`config.mk`:
```
export PLATFORM = sky130hd
export DESIGN_NAME = wfa_traceback_stream
export DESIGN_NICKNAME = d
export VERILOG_FILES = /design/src/rtl/wfa_traceback_stream.sv
export SDC_FILE = /design/constraint.sdc
export NUM_CORES = 1
export LEC_CHECK = 0
export CORE_ASPECT_RATIO = 1.2
export CORE_MARGIN = 2
export CORE_UTILIZATION = 58
export DETAILED_ROUTE_END_ITERATION = 8
export PLACE_DENSITY = 0.9
export SLEW_MARGIN = 0
export SYNTH_ARGS = -nofsm -noshare
export SYNTH_HDL_FRONTEND = slang
export SYNTH_SLANG_ARGS = --single-unit
```
`constraint.sdc`:
```
create_clock -name clk -period 7.4 [get_ports clk]
set_input_delay 1.85 -clock clk [delete_from_list [all_inputs] [get_ports clk]]
set_output_delay 1.85 -clock clk [all_outputs]
set_load 0.01 [all_outputs]
```
`src/rtl/wfa_traceback_stream.sv`:
```
// WFA affine-gap traceback walker: follows pointer memory from a final (score, diag, state)
// back to score 0 and streams a run-length-encoded CIGAR over a one-beat valid/ready register.
module wfa_traceback_stream #(
    parameter int unsigned WF_W   = 8,
    parameter int unsigned ADDR_W = 10,
    parameter int unsigned DATA_W = 8,
    parameter int unsigned RD_LAT = 4,
    parameter int unsigned RUN_W  = 8
) (
    input  logic              clk,
    input  logic              rst,
    input  logic              i_start,
    input  logic [WF_W-1:0]   i_start_score,
    input  logic [WF_W-1:0]   i_start_diag,
    input  logic [1:0]        i_start_state,
    output logic              o_meta_rd,
    output logic [WF_W-1:0]   o_meta_addr,
    input  logic [DATA_W-1:0] i_meta_kmin,
    input  logic [DATA_W-1:0] i_meta_offset,
    output logic              o_ptr_rd,
    output logic [ADDR_W-1:0] o_ptr_addr,
    input  logic [3:0]        i_ptr_data,
    output logic              o_op_valid,
    input  logic              i_op_ready,
    output logic [1:0]        o_op_code,
    output logic [RUN_W-1:0]  o_op_len,
    output logic              o_op_last,
    output logic              o_busy,
    output logic              o_done,
    output logic              o_err
);

    localparam int unsigned XW  = WF_W + 1;
    localparam int unsigned MW0 = (DATA_W > XW) ? DATA_W : XW;
    localparam int unsigned SW  = ((MW0 > ADDR_W) ? MW0 : ADDR_W) + 1;
    localparam int unsigned CW  = (RD_LAT > 1) ? $clog2(RD_LAT) : 1;

    localparam logic [1:0]       OpM    = 2'b00;
    localparam logic [1:0]       OpI    = 2'b01;
    localparam logic [1:0]       OpD    = 2'b10;
    localparam logic [1:0]       OpEnd  = 2'b11;
    localparam logic [RUN_W-1:0] LenMax = '1;

    typedef enum logic [2:0] {
        StIdle, StMetaReq, StMetaWait, StPtrReq, StPtrWait, StStep, StFlush, StDone
    } state_t;

    state_t            r_st;
    logic [CW-1:0]     r_cnt;
    logic [WF_W-1:0]   r_score;
    logic [WF_W-1:0]   r_diag;
    logic [1:0]        r_state;
    logic [3:0]        r_ptr_data;
    logic [1:0]        r_acc_code;
    logic [RUN_W-1:0]  r_acc_len;
    logic              r_meta_rd;
    logic              r_ptr_rd;
    logic [ADDR_W-1:0] r_ptr_addr;
    logic              r_op_valid;
    logic [1:0]        r_op_code;
    logic [RUN_W-1:0]  r_op_len;
    logic              r_op_last;
    logic              r_busy;
    logic              r_done;
    logic              r_err;

    logic signed [XW-1:0] w_diag_x;
    logic signed [XW-1:0] w_kmin_x;
    logic signed [XW-1:0] w_rel;
    logic [SW-1:0]        w_sum;
    logic                 w_addr_err;
    logic [1:0]           w_emit_code;
    logic                 w_end;
    logic                 w_ext;
    logic [WF_W-1:0]      w_next_diag;
    logic [WF_W-1:0]      w_next_score;
    logic [1:0]           w_next_state;
    logic                 w_extend;
    logic                 w_push;
    logic                 w_stall;

    function automatic logic le_zero(input logic [WF_W-1:0] v);
        return v[WF_W-1] || (v == '0);
    endfunction

    // Pointer address from the wavefront metadata; rel is checked before truncation.
    assign w_diag_x   = XW'(signed'(r_diag));
    assign w_kmin_x   = XW'(signed'(i_meta_kmin));
    assign w_rel      = w_diag_x - w_kmin_x;
    assign w_sum      = SW'(i_meta_offset) + SW'(unsigned'(w_rel));
    assign w_addr_err = w_rel[XW-1] || (w_sum[SW-1:ADDR_W] != '0);

    always_comb begin
        w_emit_code = r_state;
        w_end       = 1'b0;
        w_ext       = 1'b0;
        w_next_diag = r_diag;
        if (r_state == OpM) begin
            w_emit_code = r_ptr_data[1:0];
            w_end       = (r_ptr_data[1:0] == OpEnd);
        end
        case (w_emit_code)
            OpI: begin
                w_ext       = r_ptr_data[2];
                w_next_diag = r_diag - WF_W'(1);
            end
            OpD: begin
                w_ext       = r_ptr_data[3];
                w_next_diag = r_diag + WF_W'(1);
            end
            default: ;
        endcase
        w_next_state = w_ext ? w_emit_code : OpM;
        w_next_score = w_ext ? r_score - WF_W'(2) : r_score - WF_W'(1);
    end

    assign w_extend = (r_acc_len != '0) && (r_acc_code == w_emit_code) && (r_acc_len != LenMax);
    assign w_push   = !w_end && (r_acc_len != '0) && !w_extend;
    assign w_stall  = r_op_valid && !i_op_ready;

    always_ff @(posedge clk) begin
        if (rst) begin
            r_st       <= StIdle;
            r_cnt      <= '0;
            r_score    <= '0;
            r_diag     <= '0;
            r_state    <= OpM;
            r_ptr_data <= '0;
            r_acc_code <= OpM;
            r_acc_len  <= '0;
            r_meta_rd  <= 1'b0;
            r_ptr_rd   <= 1'b0;
            r_ptr_addr <= '0;
            r_op_valid <= 1'b0;
            r_op_code  <= OpM;
            r_op_len   <= '0;
            r_op_last  <= 1'b0;
            r_busy     <= 1'b0;
            r_done     <= 1'b0;
            r_err      <= 1'b0;
        end else begin
            r_meta_rd <= 1'b0;
            r_ptr_rd  <= 1'b0;
            r_done    <= 1'b0;
            if (r_op_valid && i_op_ready) begin
                r_op_valid <= 1'b0;
            end
            case (r_st)
                StIdle: begin
                    if (i_start) begin
                        r_score    <= i_start_score;
                        r_diag     <= i_start_diag;
                        r_state    <= i_start_state;
                        r_err      <= 1'b0;
                        r_acc_code <= OpM;
                        r_acc_len  <= '0;
                        r_busy     <= 1'b1;
                        if (le_zero(i_start_score) || (i_start_state == OpEnd)) begin
                            r_st <= StFlush;
                        end else begin
                            r_st      <= StMetaReq;
                            r_meta_rd <= 1'b1;
                        end
                    end
                end
                StMetaReq: begin
                    r_cnt <= '0;
                    r_st  <= StMetaWait;
                end
                StMetaWait: begin
                    if (r_cnt == CW'(RD_LAT - 1)) begin
                        if (w_addr_err) begin
                            r_err <= 1'b1;
                            r_st  <= StFlush;
                        end else begin
                            r_ptr_addr <= w_sum[ADDR_W-1:0];
                            r_ptr_rd   <= 1'b1;
                            r_st       <= StPtrReq;
                        end
                    end else begin
                        r_cnt <= r_cnt + CW'(1);
                    end
                end
                StPtrReq: begin
                    r_cnt <= '0;
                    r_st  <= StPtrWait;
                end
                StPtrWait: begin
                    if (r_cnt == CW'(RD_LAT - 1)) begin
                        r_ptr_data <= i_ptr_data;
                        r_st       <= StStep;
                    end else begin
                        r_cnt <= r_cnt + CW'(1);
                    end
                end
                StStep: begin
                    if (w_end) begin
                        r_st <= StFlush;
                    end else if (!(w_push && w_stall)) begin
                        r_score <= w_next_score;
                        r_diag  <= w_next_diag;
                        r_state <= w_next_state;
                        if (w_extend) begin
                            r_acc_len <= r_acc_len + RUN_W'(1);
                        end else begin
                            r_acc_code <= w_emit_code;
                            r_acc_len  <= RUN_W'(1);
                        end
                        if (w_push) begin
                            r_op_valid <= 1'b1;
                            r_op_code  <= r_acc_code;
                            r_op_len   <= r_acc_len;
                            r_op_last  <= 1'b0;
                        end
                        if (le_zero(w_next_score)) begin
                            r_st <= StFlush;
                        end else begin
                            r_st      <= StMetaReq;
                            r_meta_rd <= 1'b1;
                        end
                    end
                end
                StFlush: begin
                    if (r_acc_len == '0) begin
                        r_st <= StDone;
                    end else if (!w_stall) begin
                        r_op_valid <= 1'b1;
                        r_op_code  <= r_acc_code;
                        r_op_len   <= r_acc_len;
                        r_op_last  <= 1'b1;
                        r_acc_len  <= '0;
                        r_st       <= StDone;
                    end
                end
                StDone: begin
                    // Completion waits for the last beat to leave the output register.
                    if (!r_op_valid || i_op_ready) begin
                        r_done <= 1'b1;
                        r_busy <= 1'b0;
                        r_st   <= StIdle;
                    end
                end
                default: r_st <= StIdle;
            endcase
        end
    end

    assign o_meta_rd   = r_meta_rd;
    assign o_meta_addr = r_score;
    assign o_ptr_rd    = r_ptr_rd;
    assign o_ptr_addr  = r_ptr_addr;
    assign o_op_valid  = r_op_valid;
    assign o_op_code   = r_op_code;
    assign o_op_len    = r_op_len;
    assign o_op_last   = r_op_last;
    assign o_busy      = r_busy;
    assign o_done      = r_done;
    assign o_err       = r_err;

endmodule

```
==> flow_metrics.py <==
metrics = {
    "outcome": {
        "outcome": "finished clean",
    },
    "critical_path": {
        "r2r_end": "r_acc_code[1]$_SDFFE_PP0P_",
        "timing.setup.critical_path_class": "input pin to register",
        "worstPathArrival_ns": 4.62,
        "worst_setup_path_start_kind": "input pin",
        "critical_path.cell_chain": "clkdlybuf4s50_1 -> inv_1 -> ha_1 -> nor2b_1 -> o31a_1 -> or2_2 -> a21oi_1 -> xnor2_1 -> ha_1 -> inv_1 -> o21bai_1 -> o41ai_1 -> xnor2_1 -> mux2i_1 -> nor2_1",
        "max_stage_delay_ns": 0.45,
        "worstPathRequired_ns": 7.61,
        "path_max_fanout": 3,
        "crit-reg2reg-launch": "r_acc_len[0]$_SDFFE_PP0P_",
        "worstSetupEndpointType": "register",
        "worst-path-buf-inv": 3,
        "crit_slowest_cell": "sky130_fd_sc_hd__clkdlybuf4s50_1",
        "rrSetupSlack_ns": 4.19,
        "crit_path_leading_delay_family": "compound AO/OA/AOI/OAI gates",
        "rr_worst_depth": 9,
    },
    "die": {
        "design.die.area_sq_mm": 0.00828,
        "num_io_pins": 77,
        "core_area_sq_mm": 0.00727,
        "core.rowCount": 34,
        "floorplan.die.width_um": 83.4,
        "fp.dieH_um": 99.3,
        "initial_core_utilization": 0.603,
    },
    "drt": {
        "met2WireLength_um": 5760,
        "routed-wl-met3_um": 609,
        "route.layer.met1.wl_um": 4650,
        "wl_per_cell_um": 15.7,
        "highest-signal-layer": "met4",
        "initialDrtViolationCount": 271,
        "via_count": 4415,
        "final_antenna_net_count": 0,
        "drc": 0,
        "detail_route.vias_per_cell": 6.16,
        "postRouteWirelength_um": 11300,
        "firstDrtPassIters": 5,
    },
    "pwr": {
        "worst_ir_drop_vdd_v": 0.000224,
        "static-leakage-power_uw": 0.00201,
        "power.share.clock": 0.192,
        "power_density_over_cell_area_mw_per_mm2": 335,
        "power.share.sequential": 0.268,
        "pwr-share-comb": 0.540,
        "total_switching_power_uw": 797,
        "power.total_uw": 1810,
        "power_report.internal_total_uw": 1020,
        "power_switching_share": 0.440,
    },
    "run": {
        "maxCapViolCount": 0,
    },
    "cts": {
        "cts_setup_buffers": 0,
        "cts.sink_count": 64,
        "clk_latency_ns": 0.35,
        "max-clock-path-buffers": 2,
        "cts_htree_levels": 3,
        "tritoncts.num_buffers": 9,
        "cts_hold_repair.buffers": 0,
        "cts_tree": "done",
        "clock_root_buffer": "sky130_fd_sc_hd__clkbuf_8",
        "clk_pin_slew_ns": 0.08,
        "number_of_gates_given_a_new_drive_strength_after_cts": 0,
    },
    "synth": {
        "part_of_the_yosys_area_used_for_sequential_elements": 0.292,
        "ys_types": 67,
        "number_of_storage_elements_in_the_synthesis_netlist": 64,
        "post_synth.cell_area_avg_sq_um": 7.89,
        "synth_fp_nets": 629,
        "synth_edf_count": 0,
        "synthesis.yosys.warnings": 0,
        "synth.cell_area_sq_mm": 0.00439,
        "synthFlopType": "sky130_fd_sc_hd__dfxtp_1",
        "async_flop_share": 0,
        "syn-instance-count": 556,
    },
    "place": {
        "gp_congestion": 0.892,
        "place_area_sq_mm": 0.00518,
        "hpwl_um": 8010,
        "place.port_buffers": 76,
    },
    "grt": {
        "antenna_found_initial": 0,
        "grt-ovfl-total": 0,
        "grt_pass1_vias": 4187,
        "largest_net_degree_at_the_start_of_global_routing": 72,
        "wire_length_of_the_first_global_routing_pass_um": 18900,
        "grt_usage": 0.273,
    },
    "sta": {
        "min_period_ns": 4.41,
        "grt_setup_unrepaired": "no",
        "tns_ns": 0,
        "timing.final.setup_violations": 0,
        "hold_ws_ns": 0.495,
        "max_clock_freq_mhz": 227,
        "final_hold_viol_count": 0,
        "timing.final.crit_share": 0.596,
        "report.final.slew_viol_count": 0,
        "timing.max_slew.rel_slack": 0.114,
        "worst_clock_skew_ns": 0.0150,
        "timing_worst_slew_pin_value_ns": 1.32,
    },
    "min_path": {
        "hold_path_end": "o_ptr_addr[9]$_SDFFE_PP0P_",
        "worstHoldStart": "o_ptr_addr[9]$_SDFFE_PP0P_",
        "min_delay_path_depth": 1,
        "timing.hold.worst.class": "register to register",
    },
    "final_layout": {
        "post_route_cells_drive_above_1_share": 0.0638,
        "nNetsFinal": 695,
        "final_core_utilization": 0.743,
        "final_area_sq_mm": 0.00541,
        "diodes_inserted": 0,
        "fillCellCount": 542,
        "layout_common_cells": "75 x sky130_fd_sc_hd__clkdlybuf4s50_1, 68 x sky130_fd_sc_hd__nor2_1, 64 x sky130_fd_sc_hd__dfxtp_1",
        "most_frequent_standard_cell_in_the_layout_excluding_fill_and_tap_cells": "sky130_fd_sc_hd__clkdlybuf4s50_1",
        "area_growth_pct": 23.2,
    },
}
==> layer usage <==
| layer | vias to the layer above | GRT usage |
|---|---|---|
| li1 | 2136 | - |
| met4 | 0 | 0.117 |
| met5 | - | 0 |
| met1 | 2072 | 0.323 |
| met3 | 26 | 0.0390 |
| met2 | 181 | 0.493 |
==> power groups by stage <==
stage / Clock [uW] / Sequential [uW] / Combinational, uW
final: 348 / 486 / 979
after floorplan: 0 / 449 / 772
after global routing: 359 / 492 / 1090
after detailed placement: 0 / 488 / 957
after global placement: 0 / 484 / 901
after CTS: 346 / 481 / 969
==> worst max-delay path by stage <==
stage              startpoint                         end  slack (ns)  cells past startpoint
2_1_floorplan  i_meta_kmin[0]  o_ptr_addr[6]$_SDFFE_PP0P_        3.31                     10
3_3_place_gp   i_meta_kmin[2]  o_ptr_addr[7]$_SDFFE_PP0P_        2.79                     15
3_5_place_dp   i_meta_kmin[2]  o_ptr_addr[7]$_SDFFE_PP0P_        2.65                     15
4_1_cts        i_meta_kmin[2]  o_ptr_addr[7]$_SDFFE_PP0P_        2.98                     15
5_1_grt        i_meta_kmin[2]  o_ptr_addr[7]$_SDFFE_PP0P_        2.78                     15
6_report       i_meta_kmin[2]  o_ptr_addr[7]$_SDFFE_PP0P_        2.99                     15
==> state kept, by name, summed over array words and instances, names as in the netlist <==
name         cells
r_st             3
o_err            1
o_op_code        2
r_cnt            2
o_busy           1
r_ptr_data       4
o_op_valid       1
o_ptr_addr      10
o_meta_rd        1
o_op_last        1
r_diag           8
r_state          2
r_acc_code       2
o_op_len         8
o_ptr_rd         1
o_meta_addr      8
r_acc_len        8
o_done           1
==> Yosys cell counts, drive strengths merged, types with 5 or more instances <==
| cell type | n | area [sq um] |
|---|---|---|
| nor2 | 68 | 255 |
| nor2b | 15 | 96.3 |
| o21ai | 29 | 149 |
| a21o | 7 | 52.6 |
| a211oi | 8 | 65.1 |
| a21oi | 55 | 279 |
| nand3 | 14 | 70.1 |
| nand2b | 7 | 43.8 |
| nor3 | 14 | 75.1 |
| o21a | 5 | 52.6 |
| clkbuf | 15 | 56.3 |
| and2 | 5 | 31.3 |
| nand2 | 46 | 173 |
| buf | 11 | 56.3 |
| ha | 28 | 350 |
| a311oi | 7 | 61.3 |
| nor3b | 5 | 37.5 |
| o32ai | 6 | 52.6 |
| inv | 31 | 116 |
| xnor2 | 13 | 114 |
| o211ai | 6 | 45.0 |
| or3 | 12 | 75.1 |
| o31ai | 5 | 42.5 |
| dfxtp | 64 | 1280 |
| mux2i | 23 | 230 |
==> final cells by class <==
class / count / area (sq um) / share of cell area
Clock inverter: 7 / 103 / 0.0190
Sequential cell: 64 / 1280 / 0.237
Tap cell: 90 / 113 / 0.0208
Clock buffer: 9 / 124 / 0.0229
Multi-Input combinational cell: 435 / 2880 / 0.532
Inverter: 31 / 116 / 0.0215
Timing Repair Buffer: 81 / 793 / 0.147
==> stage by stage <==
stage	setup slack (ns)	std cells
finish	2.99	717
global route	2.78	717
CTS	2.98	717
detailed placement	2.65	701
global placement	2.79	701
floorplan	3.31	556
==> kinds of logic (layout without fill, tap and decap cells) <==
logic type | Yosys count | in the layout | share of synthesized area
buffers and inverters | 57 | 128 | 0.0522
XOR/XNOR | 17 | 17 | 0.0339
AO/OA/AOI/OAI | 159 | 159 | 0.247
flip-flops | 64 | 64 | 0.292
multiplexers | 23 | 23 | 0.0525
AND/OR/NAND/NOR | 205 | 205 | 0.229
adder cells (fa/ha/maj) | 31 | 31 | 0.0935
(Power assumes the default switching activity.)
